===== src/rtl/ad9833_pkg.sv =====
// Shared AD9833 constants, serial-engine state encoding and frequency-word helper.
package ad9833_pkg;

  localparam int unsigned WORD_W = 16;
  localparam int unsigned FREQ_W = 28;
  localparam int unsigned HALF_W = 14;

  localparam logic [WORD_W-1:0] B28_MASK   = 16'h2000;
  localparam logic [1:0]        FREQ0_ADDR = 2'b01;
  localparam logic [1:0]        FREQ1_ADDR = 2'b10;

  typedef enum logic [2:0] {
    ST_IDLE,
    ST_SETUP,
    ST_SHIFT,
    ST_HOLD,
    ST_GAP
  } state_e;

  // Frequency register write: 2-bit register address on top of 14 tuning bits.
  function automatic logic [WORD_W-1:0] freq_word(input logic sel,
                                                  input logic [HALF_W-1:0] bits);
    return {(sel ? FREQ1_ADDR : FREQ0_ADDR), bits};
  endfunction

endpackage


===== src/rtl/ad9833_word_tx.sv =====
// One-word serial engine: SETUP, 16-bit SHIFT, HOLD and GAP phases with a shared
// half-period divider. A start in the last GAP cycle chains straight into the next word.
module ad9833_word_tx
  import ad9833_pkg::*;
#(
  parameter int unsigned N_CH    = 2,
  parameter int unsigned CLK_DIV = 4,
  parameter logic        CPOL    = 1'b1
) (
  input  logic              clk_i,
  input  logic              rst_i,
  input  logic              start_i,
  input  logic [WORD_W-1:0] word_i,
  input  logic [N_CH-1:0]   sel_i,
  output logic              gap_end_c_o,
  output logic [N_CH-1:0]   fsync_o,
  output logic              sclk_o,
  output logic              sdata_o
);

  localparam int unsigned      DIV_W    = $clog2(CLK_DIV);
  localparam logic [DIV_W-1:0] DIV_LAST = DIV_W'(CLK_DIV - 1);

  state_e            state_q;
  logic [DIV_W-1:0]  div_q;
  logic [3:0]        bit_q;
  logic [WORD_W-1:0] shreg_q;
  logic [N_CH-1:0]   fsync_q;
  logic              sclk_q;
  logic              sdata_q;

  logic div_end_c;
  logic load_c;

  assign div_end_c   = (div_q == DIV_LAST);
  assign gap_end_c_o = (state_q == ST_GAP) && div_end_c;
  assign load_c      = start_i && ((state_q == ST_IDLE) || gap_end_c_o);

  always_ff @(posedge clk_i) begin
    if (rst_i) begin
      state_q <= ST_IDLE;
      div_q   <= '0;
      bit_q   <= '0;
      shreg_q <= '0;
      fsync_q <= '1;
      sclk_q  <= CPOL;
      sdata_q <= 1'b0;
    end else if (load_c) begin
      state_q <= ST_SETUP;
      div_q   <= '0;
      bit_q   <= '0;
      shreg_q <= word_i;
      fsync_q <= ~sel_i;
      sclk_q  <= CPOL;
      sdata_q <= word_i[WORD_W-1];
    end else begin
      unique case (state_q)
        ST_IDLE: ;
        ST_SETUP: begin
          div_q <= div_q + DIV_W'(1);
          if (div_end_c) begin
            div_q   <= '0;
            state_q <= ST_SHIFT;
          end
        end
        ST_SHIFT: begin
          div_q <= div_q + DIV_W'(1);
          if (div_end_c) begin
            div_q <= '0;
            // sclk leaving idle is the chip's sample edge; data moves only when it returns
            if (sclk_q == CPOL) begin
              sclk_q <= ~CPOL;
            end else begin
              sclk_q <= CPOL;
              if (bit_q == 4'd15) begin
                state_q <= ST_HOLD;
              end else begin
                bit_q   <= bit_q + 4'd1;
                shreg_q <= {shreg_q[WORD_W-2:0], 1'b0};
                sdata_q <= shreg_q[WORD_W-2];
              end
            end
          end
        end
        ST_HOLD: begin
          div_q <= div_q + DIV_W'(1);
          if (div_end_c) begin
            div_q   <= '0;
            state_q <= ST_GAP;
            fsync_q <= '1;
            sdata_q <= 1'b0;
          end
        end
        ST_GAP: begin
          div_q <= div_q + DIV_W'(1);
          if (div_end_c) begin
            div_q   <= '0;
            state_q <= ST_IDLE;
          end
        end
        default: state_q <= ST_IDLE;
      endcase
    end
  end

  assign fsync_o = fsync_q;
  assign sclk_o  = sclk_q;
  assign sdata_o = sdata_q;

endmodule


===== src/rtl/ad9833_multi_if.sv =====
// Multi-chip AD9833 loader: accepts a go request, builds the 1- or 3-word sequence
// for the selected chip and feeds it word by word to the serial engine.
module ad9833_multi_if
  import ad9833_pkg::*;
#(
  parameter int unsigned N_CH    = 2,
  parameter int unsigned CLK_DIV = 4,
  parameter logic        CPOL    = 1'b1,
  parameter int unsigned SEL_W   = (N_CH > 1) ? $clog2(N_CH) : 1
) (
  input  logic              clk_i,
  input  logic              rst_i,
  input  logic              go_i,
  input  logic [SEL_W-1:0]  ch_sel_i,
  input  logic              mode_i,
  input  logic              freq_sel_i,
  input  logic [WORD_W-1:0] control_i,
  input  logic [FREQ_W-1:0] freq_i,
  output logic              good_to_reset_go_o,
  output logic              send_complete_o,
  output logic              busy_o,
  output logic              err_o,
  output logic [N_CH-1:0]   fsync_o,
  output logic              sclk_o,
  output logic              sdata_o
);

  logic              busy_q;
  logic              good_q;
  logic              done_q;
  logic              err_q;
  logic              start_q;
  logic [1:0]        idx_q;
  logic [1:0]        last_idx_q;
  logic [N_CH-1:0]   sel_q;
  logic [WORD_W-1:0] words_q [3];

  logic              ch_ok_c;
  logic              more_c;
  logic              tx_gap_end_c;
  logic              tx_start_c;
  logic [1:0]        word_idx_c;
  logic [WORD_W-1:0] tx_word_c;

  assign ch_ok_c    = (32'(ch_sel_i) < N_CH);
  assign more_c     = (idx_q != last_idx_q);
  assign tx_start_c = start_q || (busy_q && tx_gap_end_c && more_c);

  // At the end of a GAP the engine reloads, so present the following word early.
  always_comb begin
    word_idx_c = tx_gap_end_c ? idx_q + 2'd1 : idx_q;
    tx_word_c  = words_q[0];
    case (word_idx_c)
      2'd1:    tx_word_c = words_q[1];
      2'd2:    tx_word_c = words_q[2];
      default: ;
    endcase
  end

  always_ff @(posedge clk_i) begin
    if (rst_i) begin
      busy_q     <= 1'b0;
      good_q     <= 1'b0;
      done_q     <= 1'b0;
      err_q      <= 1'b0;
      start_q    <= 1'b0;
      idx_q      <= '0;
      last_idx_q <= '0;
      sel_q      <= '0;
      words_q    <= '{default: '0};
    end else begin
      good_q  <= 1'b0;
      done_q  <= 1'b0;
      err_q   <= 1'b0;
      start_q <= 1'b0;
      if (done_q) begin
        busy_q <= 1'b0;
      end
      // busy stays high through the send_complete cycle, so go is only sampled once idle
      if (go_i && !busy_q) begin
        if (ch_ok_c) begin
          busy_q     <= 1'b1;
          good_q     <= 1'b1;
          start_q    <= 1'b1;
          idx_q      <= '0;
          last_idx_q <= mode_i ? 2'd2 : 2'd0;
          sel_q      <= N_CH'(1) << ch_sel_i;
          words_q[0] <= mode_i ? (control_i | B28_MASK) : control_i;
          words_q[1] <= freq_word(freq_sel_i, freq_i[HALF_W-1:0]);
          words_q[2] <= freq_word(freq_sel_i, freq_i[FREQ_W-1:HALF_W]);
        end else begin
          err_q <= 1'b1;
        end
      end
      if (busy_q && tx_gap_end_c) begin
        if (more_c) begin
          idx_q <= idx_q + 2'd1;
        end else begin
          done_q <= 1'b1;
        end
      end
    end
  end

  ad9833_word_tx #(
    .N_CH   (N_CH),
    .CLK_DIV(CLK_DIV),
    .CPOL   (CPOL)
  ) u_word_tx (
    .clk_i      (clk_i),
    .rst_i      (rst_i),
    .start_i    (tx_start_c),
    .word_i     (tx_word_c),
    .sel_i      (sel_q),
    .gap_end_c_o(tx_gap_end_c),
    .fsync_o    (fsync_o),
    .sclk_o     (sclk_o),
    .sdata_o    (sdata_o)
  );

  assign good_to_reset_go_o = good_q;
  assign send_complete_o    = done_q;
  assign busy_o             = busy_q;
  assign err_o              = err_q;

endmodule


===== config.mk =====
export PLATFORM = sky130hd
export DESIGN_NAME = ad9833_multi_if
export DESIGN_NICKNAME = d
export VERILOG_FILES = /design/src/rtl/ad9833_pkg.sv /design/src/rtl/ad9833_word_tx.sv /design/src/rtl/ad9833_multi_if.sv
export SDC_FILE = /design/constraint.sdc
export NUM_CORES = 1
export LEC_CHECK = 0
export CAP_MARGIN = 10
export CORE_ASPECT_RATIO = 1.75
export CORE_UTILIZATION = 33
export DETAILED_ROUTE_END_ITERATION = 16
export GPL_TIMING_DRIVEN = 1
export MAX_ROUTING_LAYER = met4
export PLACE_DENSITY = 0.5
export SYNTH_ARGS = -nofsm -noshare
export SYNTH_HDL_FRONTEND = slang
export SYNTH_SLANG_ARGS = --single-unit

===== constraint.sdc =====
create_clock -name clk_i -period 3.1 [get_ports clk_i]
set_input_delay 0.31 -clock clk_i [delete_from_list [all_inputs] [get_ports clk_i]]
set_output_delay 0.31 -clock clk_i [all_outputs]
set_load 0.02 [all_outputs]

==> metrics <==
final net count 543; PD cells 571 nW/µm²; critical path type register to register; Min-Delay Path Class input pin to register; commonest non-fill, non-tap cell in the layout nand2_1; final WL 8.91 mm; Setup crit start kind register; M1 WL 3.81 mm; share of cells above drive strength 1 9.92%; TNS Setup 0 ns; htree depth 3; final RePlAce weighted congestion 0.748; input/output buffers 56; highest clock rate 393 MHz; TritonCTS clock tree built; Critical Path RT 3.29 ns; clk slew on worst S/H paths 0.07 ns; minimum clock period 2.54 ns; initial antenna violation count 0; cell count after placement 608; final slew viol count 0; max cap viols 0; largest net degree at the start of global routing 48; Area Growth Syn to Fin 27.7%; Setup Buffers After CTS 0; die span in x 81.6 µm; Worst setup EP type register; Post-Syn Instances 446; commonest non-fill, non-tap cells in the layout 119 x nand2_1, 82 x dfxtp_1, 78 x a21oi_1; Tcrit/Tclk final 82.0%; core area 10800 µm²; # diodes 0; met2 routed WL 4.77 mm; RSZ-0062 raised after global routing no; CTS root buf clkbuf_16; row cnt 50; wire per inst 14.3 µm; height of the die 141 µm; Final Util 43.5%; register area share after synthesis 44.8%; Fin. Hold Viols 0; worst skew pair latency 0.33 ns; Slew headroom 48.9%; Pre-antenna DRT Iters 4; Post-Syn Area per Cell 8.21 µm²; largest buffer count on any clock path 2; Synth warnings 0; Total GRT Usage 17.4%; leakage 1.60 nW; initial DRC count 137; PostCTS Resize Cnt 0; Via density 5.05; non-filler instance count after layout 624; fin worst setup slack 0.559 ns; maximum VDD drop 0.318 mV; Top Metal Used met4; Post-Syn Area 3660 µm²; worst-path fanout max 17; IO Pins 58; Slew @ Worst Pin 0.764 ns; Initial Util 34.0%; #FFs+latches synth 82; drt drc 0; met3 wire length 229 µm; Worst Skew 0.0101 ns; Net Count, Synth 500; Via Count 3149; vias in the first global route 3070; worst path arrival time 2.73 ns; GRT overflow 0; clock sinks 82; Fill cells 1099; setup violators final 0; outcome finished, final reports clean; setup slack at placement 0.576 ns; CTS Buf Count 9; DRT antenna net count 0; Die Area 11500 µm²; global-route wire length before repair 15.0 mm; post-synth cell types 46; hold bufs inserted after CTS 0; HPWL after DPL 6.21 mm
==> power by group <==
group	leakage, nW	internal, mW	total, mW	switching [mW]
Clock	0.183	0.893	1.32	0.422
Combinational	0.746	0.110	0.222	0.113
Sequential	0.670	1.10	1.13	0.0296
Total	1.60	2.11	2.67	0.565
==> registers in the layout, indices dropped and copies added (netlist names), 2 cells and up <==
signal	count
u_word_tx.state_q	3
idx_q	2
u_word_tx.fsync_o	2
u_word_tx.shreg_q	15
u_word_tx.div_q	2
sel_q	2
words_q	46
u_word_tx.bit_q	4
==> worst max-delay path, stage by stage, from the launching register on <==
cell and delay, ns:
dfxtp_1 0.41, nor2_1 0.33, and3_1 0.26, nand2_1 0.11
xor2_1 0.16, ha_1 0.58, buf_4 0.26, nor2_1 0.06
a21oi_1 0.16, a221oi_2 0.08
==> cells in the mapped netlist, drive strengths merged <==
library cell / count / area [µm²]
nor4b: 1 / 23.8
a221oi: 13 / 189
or3: 3 / 18.8
ha: 4 / 50.1
o2111ai: 1 / 8.76
dfxtp: 82 / 1640
nand4bb: 1 / 27.5
a22oi: 15 / 113
nand3: 7 / 35.0
nor3b: 1 / 7.51
nand2b: 5 / 31.3
clkbuf: 21 / 78.8
and4b: 1 / 10.0
a211oi: 2 / 15.0
nor2b: 2 / 12.5
mux2: 1 / 11.3
nand2: 119 / 447
conb: 1 / 3.75
o311ai: 1 / 8.76
o21ai: 6 / 30.0
nand3b: 2 / 15.0
xnor2: 5 / 43.8
buf: 13 / 86.3
or2: 1 / 6.26
and3: 2 / 12.5
o2111a: 2 / 31.3
xor2: 3 / 33.8
nor2: 28 / 105
o41ai: 1 / 8.76
a31oi: 3 / 18.8
nor4: 3 / 18.8
mux2i: 2 / 20.0
a21oi: 80 / 408
a2111o: 1 / 11.3
inv: 5 / 18.8
or2b: 1 / 7.51
nor3: 4 / 31.3
a21o: 3 / 22.5
==> worst paths after layout <==
path	start	to	slack (ns)	cells after the start
setup / recovery	u_word_tx.state_q[0]	u_word_tx.shreg_q[7]	0.56	9
hold / removal	rst_i	idx_q[1]	0.38	2
setup reg to reg	u_word_tx.state_q[0]	u_word_tx.shreg_q[7]	0.56	9
hold reg to reg	words_q[16]	words_q[16]	0.45	2
==> logic make-up (layout without fill, tap and decap cells) <==
logic type / Yosys count / after routing / synth area share [%]
adder cells (fa/ha/maj): 4 / 4 / 1.37
other: 1 / 1 / 0.102
XOR/XNOR: 8 / 8 / 2.12
buffers and inverters: 39 / 87 / 5.02
multiplexers: 3 / 3 / 0.854
AND/OR/NAND/NOR: 181 / 181 / 22.1
flip-flops: 82 / 82 / 44.8
AO/OA/AOI/OAI: 128 / 128 / 23.6
==> layer usage <==
metal  vias to the layer above  global-route usage (%)
met5                         -                       -
met3                         6                    3.28
met1                      1471                    20.0
met4                         0                    5.36
met2                        49                    30.0
li1                       1623                       -
==> cell type report <==
| type | count | area [µm²] | share of cell area [%] |
|---|---|---|---|
| repair buffers | 66 | 631 | 13.5 |
| clock inverters | 6 | 138 | 2.94 |
| well taps | 130 | 163 | 3.48 |
| flip-flops and latches | 82 | 1640 | 35.1 |
| inverters | 5 | 18.8 | 0.401 |
| clock buffers | 10 | 239 | 5.11 |
| multi-input cells | 325 | 1850 | 39.5 |
==> through the flow <==
stage	hold slack (ns)	power, mW	instance area, µm²
finish	0.385	2.67	4680
global route	0.391	2.78	4680
CTS	0.375	2.70	4680
detailed placement	0.446	1.38	4300
global placement	0.443	1.38	4300
floorplan	0.433	1.28	3660
No activity file was read; power rests on OpenSTA's default activity.
